==> src/rtl/mem_bus_arbiter_if.sv <==
// Bus bundle for mem_bus_arbiter: requester handshakes plus the shared external memory bus.
// The master modport is the arbiter's view; slave is the requesters/memory side.
interface mem_bus_arbiter_if;
  logic        IF_REQ;
  logic [31:0] IF_ADDR;
  logic        IF_ACK;
  logic [31:0] IF_RDATA;

  logic        DM_REQ;
  logic        DM_WE;
  logic [31:0] DM_ADDR;
  logic [31:0] DM_WDATA;
  logic        DM_ACK;
  logic [31:0] DM_RDATA;

  logic [31:0] Prog_BUS_READ;
  logic [31:0] Data_BUS_READ;
  logic [31:0] ADDR;
  logic        CS;
  logic        CS_P;
  logic        WR_RD;
  logic [31:0] Data_BUS_WRITE;

  logic        STALL;
  logic [15:0] STALL_CNT;

  modport master (
    input  IF_REQ, IF_ADDR, DM_REQ, DM_WE, DM_ADDR, DM_WDATA,
    input  Prog_BUS_READ, Data_BUS_READ,
    output IF_ACK, IF_RDATA, DM_ACK, DM_RDATA,
    output ADDR, CS, CS_P, WR_RD, Data_BUS_WRITE,
    output STALL, STALL_CNT
  );

  modport slave (
    output IF_REQ, IF_ADDR, DM_REQ, DM_WE, DM_ADDR, DM_WDATA,
    output Prog_BUS_READ, Data_BUS_READ,
    input  IF_ACK, IF_RDATA, DM_ACK, DM_RDATA,
    input  ADDR, CS, CS_P, WR_RD, Data_BUS_WRITE,
    input  STALL, STALL_CNT
  );
endinterface

==> src/rtl/mem_bus_arbiter.sv <==
// Single-port memory bus arbiter sharing the external bus between instruction fetch and data memory.
// Define ARB_PERF_CNT_EN to build the saturating STALL_CNT performance counter.
module mem_bus_arbiter #(
  parameter int unsigned WAIT_CYCLES = 2,
  parameter int unsigned STARVE_MAX  = 4
) (
  input logic             CLK,
  input logic             RST,
  mem_bus_arbiter_if.master bus
);

  typedef enum logic [1:0] {
    IDLE,
    BUS,
    ACK
  } state_t;

  localparam logic [3:0] WAIT_LOAD = 4'(WAIT_CYCLES - 1);
  localparam logic [3:0] STARVE_LIM = 4'(STARVE_MAX);

  state_t     state;
  logic [3:0] wait_cnt;
  logic [3:0] starve_cnt;
  logic       grant_if;
  logic       pick_if;

  // DM normally wins a tie; IF takes the bus once DM has been granted STARVE_MAX times in a row.
  always_comb begin
    pick_if = bus.IF_REQ & (~bus.DM_REQ | (starve_cnt == STARVE_LIM));
  end

  always_ff @(posedge CLK or negedge RST) begin
    if (!RST) begin
      state              <= IDLE;
      wait_cnt           <= 4'd0;
      starve_cnt         <= 4'd0;
      grant_if           <= 1'b0;
      bus.IF_ACK         <= 1'b0;
      bus.DM_ACK         <= 1'b0;
      bus.IF_RDATA       <= 32'h0;
      bus.DM_RDATA       <= 32'h0;
      bus.ADDR           <= 32'h0;
      bus.CS             <= 1'b0;
      bus.CS_P           <= 1'b0;
      bus.WR_RD          <= 1'b0;
      bus.Data_BUS_WRITE <= 32'h0;
    end else begin
      bus.IF_ACK <= 1'b0;
      bus.DM_ACK <= 1'b0;
      case (state)
        IDLE: begin
          if (!bus.IF_REQ || pick_if) begin
            starve_cnt <= 4'd0;
          end else if (bus.DM_REQ && (starve_cnt != STARVE_LIM)) begin
            starve_cnt <= starve_cnt + 4'd1;
          end
          if (bus.IF_REQ || bus.DM_REQ) begin
            grant_if <= pick_if;
            wait_cnt <= WAIT_LOAD;
            state    <= BUS;
            if (pick_if) begin
              bus.CS_P           <= 1'b1;
              bus.CS             <= 1'b0;
              bus.WR_RD          <= 1'b0;
              bus.ADDR           <= bus.IF_ADDR;
              bus.Data_BUS_WRITE <= 32'h0;
            end else begin
              bus.CS_P           <= 1'b0;
              bus.CS             <= 1'b1;
              bus.WR_RD          <= bus.DM_WE;
              bus.ADDR           <= bus.DM_ADDR;
              bus.Data_BUS_WRITE <= bus.DM_WE ? bus.DM_WDATA : 32'h0;
            end
          end
        end
        BUS: begin
          // The bus outputs were latched at grant, so requester changes here have no effect.
          if (wait_cnt == 4'd0) begin
            if (grant_if) begin
              bus.IF_RDATA <= bus.Prog_BUS_READ;
              bus.IF_ACK   <= 1'b1;
            end else begin
              if (!bus.WR_RD) begin
                bus.DM_RDATA <= bus.Data_BUS_READ;
              end
              bus.DM_ACK <= 1'b1;
            end
            bus.ADDR           <= 32'h0;
            bus.CS             <= 1'b0;
            bus.CS_P           <= 1'b0;
            bus.WR_RD          <= 1'b0;
            bus.Data_BUS_WRITE <= 32'h0;
            state              <= ACK;
          end else begin
            wait_cnt <= wait_cnt - 4'd1;
          end
        end
        ACK: begin
          state <= IDLE;
        end
        default: begin
          state <= IDLE;
        end
      endcase
    end
  end

  assign bus.STALL = (bus.IF_REQ & ~bus.IF_ACK) | (bus.DM_REQ & ~bus.DM_ACK);

`ifdef ARB_PERF_CNT_EN
  logic [15:0] stall_cnt;

  always_ff @(posedge CLK or negedge RST) begin
    if (!RST) begin
      stall_cnt <= 16'h0;
    end else if (bus.STALL && (stall_cnt != 16'hFFFF)) begin
      stall_cnt <= stall_cnt + 16'h1;
    end
  end

  assign bus.STALL_CNT = stall_cnt;
`else
  assign bus.STALL_CNT = 16'h0;
`endif

endmodule

==> src/flat_wrapper.sv <==
// flat-port wrapper written by rule: the top's interface ports become plain ports
module mem_bus_arbiter_flat 
#(
  parameter int unsigned WAIT_CYCLES = 2,
  parameter int unsigned STARVE_MAX  = 4
)
  (CLK, RST, bus_IF_REQ, bus_IF_ADDR, bus_DM_REQ, bus_DM_WE, bus_DM_ADDR, bus_DM_WDATA, bus_Prog_BUS_READ, bus_Data_BUS_READ, bus_IF_ACK, bus_IF_RDATA, bus_DM_ACK, bus_DM_RDATA, bus_ADDR, bus_CS, bus_CS_P, bus_WR_RD, bus_Data_BUS_WRITE, bus_STALL, bus_STALL_CNT);
  mem_bus_arbiter_if bus_i ();
  input logic CLK;
  input logic RST;
  input wire logic [$bits(bus_i.IF_REQ)-1:0] bus_IF_REQ;
  input wire logic [$bits(bus_i.IF_ADDR)-1:0] bus_IF_ADDR;
  input wire logic [$bits(bus_i.DM_REQ)-1:0] bus_DM_REQ;
  input wire logic [$bits(bus_i.DM_WE)-1:0] bus_DM_WE;
  input wire logic [$bits(bus_i.DM_ADDR)-1:0] bus_DM_ADDR;
  input wire logic [$bits(bus_i.DM_WDATA)-1:0] bus_DM_WDATA;
  input wire logic [$bits(bus_i.Prog_BUS_READ)-1:0] bus_Prog_BUS_READ;
  input wire logic [$bits(bus_i.Data_BUS_READ)-1:0] bus_Data_BUS_READ;
  output wire logic [$bits(bus_i.IF_ACK)-1:0] bus_IF_ACK;
  output wire logic [$bits(bus_i.IF_RDATA)-1:0] bus_IF_RDATA;
  output wire logic [$bits(bus_i.DM_ACK)-1:0] bus_DM_ACK;
  output wire logic [$bits(bus_i.DM_RDATA)-1:0] bus_DM_RDATA;
  output wire logic [$bits(bus_i.ADDR)-1:0] bus_ADDR;
  output wire logic [$bits(bus_i.CS)-1:0] bus_CS;
  output wire logic [$bits(bus_i.CS_P)-1:0] bus_CS_P;
  output wire logic [$bits(bus_i.WR_RD)-1:0] bus_WR_RD;
  output wire logic [$bits(bus_i.Data_BUS_WRITE)-1:0] bus_Data_BUS_WRITE;
  output wire logic [$bits(bus_i.STALL)-1:0] bus_STALL;
  output wire logic [$bits(bus_i.STALL_CNT)-1:0] bus_STALL_CNT;
  assign bus_i.IF_REQ = bus_IF_REQ;
  assign bus_i.IF_ADDR = bus_IF_ADDR;
  assign bus_i.DM_REQ = bus_DM_REQ;
  assign bus_i.DM_WE = bus_DM_WE;
  assign bus_i.DM_ADDR = bus_DM_ADDR;
  assign bus_i.DM_WDATA = bus_DM_WDATA;
  assign bus_i.Prog_BUS_READ = bus_Prog_BUS_READ;
  assign bus_i.Data_BUS_READ = bus_Data_BUS_READ;
  assign bus_IF_ACK = bus_i.IF_ACK;
  assign bus_IF_RDATA = bus_i.IF_RDATA;
  assign bus_DM_ACK = bus_i.DM_ACK;
  assign bus_DM_RDATA = bus_i.DM_RDATA;
  assign bus_ADDR = bus_i.ADDR;
  assign bus_CS = bus_i.CS;
  assign bus_CS_P = bus_i.CS_P;
  assign bus_WR_RD = bus_i.WR_RD;
  assign bus_Data_BUS_WRITE = bus_i.Data_BUS_WRITE;
  assign bus_STALL = bus_i.STALL;
  assign bus_STALL_CNT = bus_i.STALL_CNT;
  mem_bus_arbiter #(.WAIT_CYCLES(WAIT_CYCLES), .STARVE_MAX(STARVE_MAX)) u_core (.CLK(CLK), .RST(RST), .bus(bus_i));
endmodule
==> config.mk <==
export PLATFORM = sky130hd
export DESIGN_NAME = mem_bus_arbiter_flat
export DESIGN_NICKNAME = d
export VERILOG_FILES = /design/src/rtl/mem_bus_arbiter_if.sv /design/src/rtl/mem_bus_arbiter.sv /design/src/flat_wrapper.sv
export SDC_FILE = /design/constraint.sdc
export NUM_CORES = 1
export LEC_CHECK = 0
export BUFFER_PORTS_ARGS = -buffer_cell sky130_fd_sc_hd__buf_2
export CAP_MARGIN = 10
export CORE_AREA = 2 2 124 126
export CTS_BUF_LIST = sky130_fd_sc_hd__clkbuf_16
export CTS_CLUSTER_DIAMETER = 150
export DETAILED_ROUTE_END_ITERATION = 16
export DIE_AREA = 0 0 126 128
export PLACE_DENSITY = 0.82
export SYNTH_ARGS = -nofsm -noshare
export SYNTH_HDL_FRONTEND = slang
export SYNTH_SLANG_ARGS = --single-unit
==> constraint.sdc <==
create_clock -name CLK -period 3.8 [get_ports CLK]
set_clock_uncertainty 0.05 [all_clocks]
set_input_delay 0.76 -clock CLK [delete_from_list [all_inputs] [get_ports CLK]]
set_output_delay 0.76 -clock CLK [all_outputs]
set_load 0.02 [all_outputs]
==> impl_results.md <==
- First-pass GRT wire length: approximately 23,000 um
- Hpwl dp: 10,610 um
- Largest area contributor in the netlist: dfrtp_1
- Netlist cell types: 39
- Layout cells sized above 1: between 50% and 60%
- Via count: 4,461
- Finished Core Util: 54.66%
- CP Capture Type: flop
- RR Endpoint: u_core.bus.IF_RDATA[4]$_DFFE_PN0P_
- CTS root buf: clkbuf_16
- Commonest cells after routing, fill and taps aside: buf_2, dfrtp_1, mux2_2
- Starting DRT DRC Count: 190
- Row count: 45
- Synth Area in Compound Gates: 12.10%
- Die area: ~0.016 sq mm
- Buffers on Ports: 298
- Synth Area in XOR/XNOR: 0%
- Worst relative slew slack: 24.22%
- Vias per inst: between 4 and 5
- PostCTS Resize Cnt: 0
- Max Slew Vio Count: 0
- Fin crit period: 2.643 ns
- I/O pin total: 315
- Sequential Power Share: 35.0%
- Routed WL: 14,800 um
- Top cells by area, synth: dfrtp_1, mux2_4, mux2_2
- Critical path launch point type: flop
- Crit-path max FO: 33
- Global route total overflow: 0
- Layout area overhead: 37.15%
- Final setup violating endpoints: 0
- Post-synth top area share: 60.82%
- Number of antenna violations at the first check in global routing: 1
- Starting Density: 39.86%
- Finished Cell Area: 0.008125 sq mm
- Width of the die: 126 um
- Residual DRC: 0
- RSZ-0062 raised after global routing: no
- Leakage: 4.526 nW
- Ant. Diodes: 0
- Fraction of the mapped netlist area in adder cells: 0.6336%
- Tcrit/Tclk final: 69.54%
- Clk pwr share: a little under a quarter
- Finished Layout Cells: about 900
- Ys Warns: 0
- MaxCap Viol Count: 0
- Cell Pwr Density: 913.9 mW/mm^2
- Clk Latency, worst-skew pair: 0.41 ns
- CP peak stage delay: about 0.8 ns
- Clock Path Buffers: 2
- Critical Path End: u_core.bus.IF_RDATA[4]$_DFFE_PN0P_
- #FFs+latches synth: 144
- Post-Route Setup TNS: 0 ns
- Worst R2R Setup Slack: 1.16 ns
- Kind of critical path: flop to flop
- Mux contribution to synthesized area: 14.57%
- Post-synthesis simple-gate area fraction: 6.294%
- Die Span Y: 128 um
- Clock sinks: 144
- H-tree depth: 4
- CTS clk-pin slew, worst paths: roughly 0.06 ns
- Outcome: finished, final reports clean
- Slowest-stage cell, CP: and3_2
- Avg Inst Size Synth: 14.38 sq um
- CTS tree: yes
- Commonest non-fill, non-tap cell in the layout: buf_2
- Hold Path Class: primary input to async pin
- Fmax: 378.4 MHz
- Switching Fraction: 38.46%
- Placeable Area: 0.01486 sq mm
- Total track usage: 18.25%
- Combinational fraction of design power: 41.9%
- Num CTS Buffers: 17
- Routability Congestion: 0.7942
- Final antenna-violating net count: 0
- R2R Path Start: u_core.wait_cnt[0]$_DFFE_PN0P_
- CP cell instances: inv_1 -> ha_1 -> nor3b_1 -> and3_2 -> mux2_2
- Seq/Total Area, Yosys: 60.82%
- Ys async rst share: between 90% and 100%
- Syn Inst Count: 412
- Cell count after placement: 872
- Worst reg-to-reg path cell count: 5
- Largest net degree at the start of global routing: slightly above 70
- Data required time at the worst endpoint: between 4 and 5 ns
- Final net count: between 800 and 900
- Cell internal pwr: between 4 and 5 mW
- Main synth FF type: dfrtp_1
- Number of global-route vias before repair: roughly 4,600
- Routed len/inst: 16.37 um
- Total power: 7.426 mW
- Maximum vdd drop: 0.4158 mV
- Post-synth EDFFs: 0
- Post CTS Setup Buffer Count: 0
- Mapped cell area: roughly 0.006 sq mm
- Crit path DAT: 2.89 ns
- Final-report hold violation count: 0
- CTS Hold Bufs: 0
- Slew @ Worst Pin: about 1.1 ns
- Initial DRT Pass Iterations: 6
- NetSw: 2.856 mW
- Largest family of logic cells by synthesized area: multiplexers
- Placed inst area: approximately 0.0075 sq mm
- Setup crit start: u_core.wait_cnt[0]$_DFFE_PN0P_
[cell usage after synthesis (all sizes together), types with 3 or more instances]
cell / n
nor3: 3
mux2: 64
nand3: 3
buf: 28
a221o: 32
and3: 34
inv: 7
clkbuf: 19
dfrtp: 144
ha: 3
a21o: 3
a22o: 33
nand2: 7
nor2: 3
mux2i: 3
o21ai: 6
[how the worst min path moves through the flow]
stage	startpoint	slack [ns]	endpoint	depth (start not counted)
after global placement	u_core.bus.CS_P$_DFFE_PN0P_	0.41	u_core.bus.CS_P$_DFFE_PN0P_	1
after floorplan	u_core.grant_if$_DFFE_PN0P_	0.40	u_core.bus.DM_ACK$_DFF_PN0_	1
final	RST	0.28	u_core.bus.DM_RDATA[10]$_DFFE_PN0P_	1
after detailed placement	u_core.bus.CS_P$_DFFE_PN0P_	0.42	u_core.bus.CS_P$_DFFE_PN0P_	1
after global routing	RST	0.33	u_core.bus.DM_RDATA[10]$_DFFE_PN0P_	1
after CTS	RST	0.31	u_core.bus.DM_RDATA[6]$_DFFE_PN0P_	1
[critical path: cells and delay by family (launching register included)]
kind	cells	cell delay, ns
buf+inv	1	0.10
flops	1	0.39
fa+ha+maj	1	0.19
mux	1	0.41
simple gates	2	1.38
[metrics by stage]
step	hold WS [ns]	setup WS (ns)
floorplan	0.3996	1.571
global placement	0.4059	1.311
detailed placement	0.4166	1.191
CTS	0.3067	1.177
global route	0.3275	1.030
finish	0.2801	1.157
[power by group through the flow]
stage	registers, mW	clock network [mW]	logic [mW]
floorplan	3.37	0	1.33
global placement	2.60	0	3.07
detailed placement	2.60	0	3.15
CTS	2.59	1.76	3.15
global route	2.68	1.83	3.33
finish	2.60	1.72	3.11
[sequential cells by signal (all words and copies together), names as in the netlist, 2 cells and up]
register and flops:
u_core.bus.Data_BUS_WRITE 32, u_core.state 2, u_core.bus.ADDR 32, u_core.bus.DM_RDATA 32
u_core.starve_cnt 4, u_core.bus.IF_RDATA 32, u_core.wait_cnt 4
[final cells by class]
| type | instances | area, sq um |
|---|---|---|
| Clock inverter | 15 | 192.7 |
| Clock buffer | 17 | 425.4 |
| Inverter | 7 | 26.28 |
| Tap cell | 188 | 235.2 |
| Timing Repair Buffer | 304 | 1568 |
| Fill cell | 1280 | 6739 |
| Sequential cell | 144 | 3603 |
| Multi-Input combinational cell | 229 | 2074 |
[per-layer routing]
metal / GRT usage [%] / up-vias / part of all wire [%]
met3: 6.093 / 23 / 7.9
li1: - / 2083 / -
met4: 7.434 / 0 / 2.1
met5: 0 / - / 0
met2: 30.93 / 212 / 50
met1: 21.41 / 2143 / 40
[logic make-up after synthesis]
kind of cell	count (synthesis)
flops	144
compound gates	81
mux	67
simple gates	62
buf+inv	54
fa+ha+maj	3
other cells	1
(Power assumes the default switching activity.)
